==> src/rtl/mux2_rr_arbiter.sv <==
// mux2_rr_arbiter: two-channel valid/ready arbiter feeding a single output
// register. The winner's payload and the select value that chose it are
// registered together, so the pair can drive a 2:1 data mux downstream.
//
// Ports:
//   clk, rst_n         - rising-edge clock, synchronous active-low reset
//   a_data/a_valid     - channel A request (sel = 0); a_ready = accepted
//   b_data/b_valid     - channel B request (sel = 1); b_ready = accepted
//   out_data/out_sel   - registered winning payload and its select
//   out_valid          - output register holds a word
//   out_ready          - downstream takes the word
//
// Build option: define MUX2_ARB_FIXED_PRIO_EN so that ties always go to A.
// When it is left undefined, ties alternate between the two channels.
module mux2_rr_arbiter #(
  parameter int unsigned WIDTH = 2
) (
  input  logic             clk,
  input  logic             rst_n,
  input  logic [WIDTH-1:0] a_data,
  input  logic             a_valid,
  output logic             a_ready,
  input  logic [WIDTH-1:0] b_data,
  input  logic             b_valid,
  output logic             b_ready,
  output logic [WIDTH-1:0] out_data,
  output logic             out_sel,
  output logic             out_valid,
  input  logic             out_ready
);

  typedef enum logic {
    EMPTY = 1'b0,
    FULL  = 1'b1
  } state_t;

  state_t           state_q, state_d;
  logic [WIDTH-1:0] data_q,  data_d;
  logic             sel_q,   sel_d;
  logic             last_q,  last_d;
  logic             load;
  logic             grant_a;
  logic             grant_b;

  // State and output register; last resets to B so that A wins the first tie.
  always_ff @(posedge clk) begin
    if (!rst_n) begin
      state_q <= EMPTY;
      data_q  <= '0;
      sel_q   <= 1'b0;
      last_q  <= 1'b1;
    end else begin
      state_q <= state_d;
      data_q  <= data_d;
      sel_q   <= sel_d;
      last_q  <= last_d;
    end
  end

  // Arbitration and next state. The register can load when it is empty, or
  // when the word it holds leaves during this cycle.
  always_comb begin
    state_d = state_q;
    data_d  = data_q;
    sel_d   = sel_q;
    last_d  = last_q;
    grant_a = 1'b0;
    grant_b = 1'b0;
    load    = (state_q == EMPTY) || out_ready;

    if (load) begin
      if (a_valid && b_valid) begin
`ifdef MUX2_ARB_FIXED_PRIO_EN
        grant_a = 1'b1;
`else
        // The channel that did not win last time gets the grant.
        grant_a = last_q;
        grant_b = !last_q;
`endif
      end else begin
        grant_a = a_valid;
        grant_b = b_valid;
      end

      if (grant_a) begin
        state_d = FULL;
        data_d  = a_data;
        sel_d   = 1'b0;
        last_d  = 1'b0;
      end else if (grant_b) begin
        state_d = FULL;
        data_d  = b_data;
        sel_d   = 1'b1;
        last_d  = 1'b1;
      end else begin
        // Word (if any) drained with nothing to replace it; payload holds.
        state_d = EMPTY;
      end
    end
  end

  // Readies are gated by reset so nothing is accepted in a reset cycle.
  assign a_ready   = rst_n && grant_a;
  assign b_ready   = rst_n && grant_b;
  assign out_data  = data_q;
  assign out_sel   = sel_q;
  assign out_valid = (state_q == FULL);

endmodule

==> config.mk <==
export PLATFORM = sky130hd
export DESIGN_NAME = mux2_rr_arbiter
export DESIGN_NICKNAME = d
export VERILOG_FILES = /design/src/rtl/mux2_rr_arbiter.sv
export SDC_FILE = /design/constraint.sdc
export NUM_CORES = 1
export LEC_CHECK = 0
export ABC_AREA = 1
export CAP_MARGIN = 30
export CORE_AREA = 2 2 39 41
export CTS_CLUSTER_DIAMETER = 80
export DETAILED_ROUTE_END_ITERATION = 10
export DIE_AREA = 0 0 41 43
export HOLD_SLACK_MARGIN = 0.06
export SLEW_MARGIN = 30
export SYNTH_ARGS = -nofsm -noshare
export SYNTH_HDL_FRONTEND = slang
export SYNTH_SLANG_ARGS = --single-unit
==> constraint.sdc <==
create_clock -name clk -period 0.8 [get_ports clk]
set_clock_uncertainty 0.05 [all_clocks]
set_input_delay 0.16 -clock clk [delete_from_list [all_inputs] [get_ports clk]]
set_output_delay 0.16 -clock clk [all_outputs]
set_load 0.1 [all_outputs]
* Word-level counts from Yosys, hierarchy flattened
Cells that the tools add are included.
** Cells by class
- $mul :: 0
- Reductions and logical operators :: 7
- Shifts and indexed selects :: 0
- Eq/ne operators :: 0
- Order comparisons :: 0
- Bitwise operators :: 1
- Add/subtract/negate cells :: 0
- Div/mod/pow operators :: 0
- Multiplexer cells :: 12
** Operators by type and width (count)
- two-way mux 1 bit :: 10
- two-way mux 2 bit :: 2
- logical AND 1 bit :: 3
- AND reduction 2 bit :: 1
- nonzero test 2 bit :: 1
- logical NOT 1 bit :: 1
- logical OR 1 bit :: 1
- NOT 1 bit :: 1
** Word-level totals
- Memory bits (writable) :: 0
- Bits of input ports :: 9
- Memories kept :: 0
- ROM bits :: 0
- Bits in latches :: 0
- Register bits after elaboration :: 5
- Logic and storage cells :: 24
- Output and inout port bits :: 6

* Longest topological paths before layout
- Word-level depth :: 5
- Depth in mapped cells :: 6
- Mapped depth without buffers :: 6

* Worst setup path after synthesis
Ideal clock, no wire load.
- Path kind :: register to output
- From :: register state_q (netlist: out_valid)
- To :: output port b_ready
- Path buffers :: 0
- Arrival :: 2.287 ns
- Required time :: 0.590 ns
- Stages on the path, launching flop included :: 4
- Path slack :: -1.697 ns
- Path through :: dfxtp_1 > nand2_1 > nand2_1 > nor2_1
** On the way
- Cells in the longest elaborated chain, start to end :: 4
** RTL lines
- start: declaration :: RTL line 37 : state_t state_q, state_d;
- start signal: assignment :: RTL line 53 : state_q <= state_d;
- NOT 1 bit :: RTL line 69 : load = (state_q == EMPTY) || out_ready;
- logical OR 1 bit :: RTL line 69
- two-way mux 1 bit :: RTL line 71 : if (load) begin
- logical AND 1 bit :: RTL line 104 : assign b_ready = rst_n && grant_b;
- end: declaration :: RTL line 25 : output logic b_ready,
No other way between the ends.

* Worst setup path in the final report
- From :: register last_q
- To :: output port a_ready
** On the way
- Cells in the longest elaborated chain, start to end :: 4
** RTL lines
- start: declaration :: RTL line 40 : logic last_q, last_d;
- start signal: assignment :: RTL line 56 : last_q <= last_d;
- two-way mux 1 bit :: RTL line 72 : if (a_valid && b_valid) begin
- two-way mux 1 bit (2 in series) :: RTL line 71
- logical AND 1 bit :: RTL line 103 : assign a_ready = rst_n && grant_a;
- end: declaration :: RTL line 22 : output logic a_ready,
No other way between the ends. The select of a mux whose other input is x is not followed.

==> metrics.txt <==
Cell variety after synth 9; largest net degree at the start of global routing 5; post-synthesis cell area roughly 270 um^2; period utilization 159%; port buffer count 14; Vias between 300 and 400; Layout area overhead 163%; CTS tree yes; Worst Hold Class primary input to flip-flop; final hold viol count 0; WL final between 800 and 900 um; Core Rows 14; CP Capture Type output pin; Initial Util 19.3%; first-pass GRT wire length 1420 um; Final setup viols 10; TritonRoute pass-1 iters 4; First DRT Iteration DRCs 2; Seq cells post-synth 5; DP HPWL approximately 630 um; required time of the critical path 590 ps; Place WS -638 ps; CTS max path bufs 2; initial antenna violation count 0; wire per inst 9.86 um; Max Cap Viol 0; Die X-Extent around 41 um; all-layer global routing usage 12.3%; Mapped Nets 52; DRC 0; vias in the first global route 366; clk sinks 5; clk_lat worst skew approximately 230 ps; Die ar. roughly 1800 um^2; CP arrival between 1000 and 1500 ps; main area contributors after synthesis dfxtp_1 38%, nand2_1 15%, inv_1 11%, nor2_1 9.9%, a21oi_1 7.5%; crit path launch type flip-flop; grt total ovfl 0; n_diodes 0; GP Congestion between 0.6 and 0.7; PwrDens between 1500 and 2000 nW/um^2; Syn Inst Count 43; unrepaired setup endpoints after global routing yes; Nets 84; Root Driver clkbuf_4; failing checks setup timing; Antenna Nets Post-Route 0; core area about 1400 um^2; worst vdd ir 0.736 mV; share of the synthesized area in the top cell type 37.6%; Die H about 43 um; Yosys Warn Count 0; Vias/cell 4.22; Max transition margin roughly 86%; Final Slew Violations 0; critical path type flip-flop to output pin; Slew @ Worst Pin about 220 ps; fin crit period around 1300 ps; setup ws final -469 ps; status complete, but fails checks; clk slew on worst S/H paths ~40 ps; io pins 15; CTS H-tree depth 1; area leader, netlist dfxtp_1; Max Freq between 0.7 and 0.8 GHz; synthesized area per cell 6.20 um^2; layout cells sized above 1 between 50% and 60%; fillcell total around 130; CP Max Fanout 3; CTS Buf Count 3; Seq/Total Area, Yosys 37.6%; WHS ~370 ps; Post-CTS Hold Fix Bufs 0; Lkg Pwr approximately 0.33 nW
cells by family after synthesis:
kind of cell / count (synthesis) / synth area share (%)
buf+inv: 8 / 11.3
compound gates: 6 / 13.6
simple gates: 24 / 37.6
flops: 5 / 37.6
placed cells by master, fill, tap and decap left out, types with 2 or more instances in the layout:
master,synthesis,layout
a21oi_1,4,3
buf_12,0,6
buf_4,0,8
buf_6,0,5
clkbuf_4,0,3
clkdlybuf4s50_1,0,5
dfxtp_4,0,4
dlygate4sd2_1,0,3
inv_1,8,4
inv_2,0,4
nand2_1,11,8
nand2_4,0,2
nand3_1,4,2
nand3_2,0,2
nor2_1,7,4
nor2_2,2,3
nor2_4,0,2
sequential cells by signal, indices dropped and copies added (netlist names):
| register | cells |
|---|---|
| out_data | 2 |
| last_q | 1 |
| out_sel | 1 |
| out_valid | 1 |
per-stage QoR:
stage | cell area [um^2] | setup TNS, ps | util (%) | total power [mW] | instances
6_report | 702 | -2890 | 50.7 | 1.08 | 90
5_1_grt | 702 | -3280 | 50.7 | 1.14 | 90
4_1_cts | 678 | -2890 | 49.0 | 1.08 | 90
3_5_place_dp | 589 | -3920 | 42.6 | 0.741 | 81
3_3_place_gp | 589 | -3850 | 42.6 | 0.736 | 81
2_1_floorplan | 309 | -2070 | - | 0.539 | 43
timing repair:
action | in CTS | in global routing
resized for setup | 13 | 9
setup endpoints to repair | 11 | 10
setup buffers | 5 | 2
pin swaps | 6 | 10
power by group:
| group | switching [mW] | total [mW] | internal (mW) |
|---|---|---|---|
| sequential | 0.0229 | 0.295 | 0.272 |
| clock | 0.0962 | 0.284 | 0.188 |
| combinational | 0.284 | 0.503 | 0.219 |
routing by layer:
layer  vias to the layer above  wire length, um  global-route usage [%]
met4                         0                0                    6.00
met1                       180              312                    12.0
met2                         8              529                    20.9
met5                         -                0                       0
met3                         0               45                    4.71
li1                        192                -                       -
final cells by class:
type,instances,area [um^2],share of cell area (%)
Multi-Input combinational cell,30,196,28.0
Inverter,8,30.0,4.28
Sequential cell,5,116,16.6
Timing Repair Buffer,27,313,44.6
Tap cell,16,20.0,2.85
Clock buffer,4,26.3,3.74
cell usage after synthesis (all sizes together):
cell type  instances
a21boi             1
a21oi              4
dfxtp              5
inv                8
nand2             11
nand3              4
nor2               9
o21ai              1
critical path: stages (launching register included):
cell	delay (ps)
dfxtp_2	350
inv_2	50
nand2_4	60
nand3_2	80
nor2_4	110
buf_12	180
worst paths after layout:
check	from	end	slack [ps]	depth (start not counted)
hold / removal	out_ready	out_valid	370	4
hold reg to reg	out_sel	out_sel	440	2
setup reg to reg	last_q	out_sel	-330	6
setup / recovery	last_q	a_ready	-470	5
Note: power is estimated with default switching activity, not from simulation.
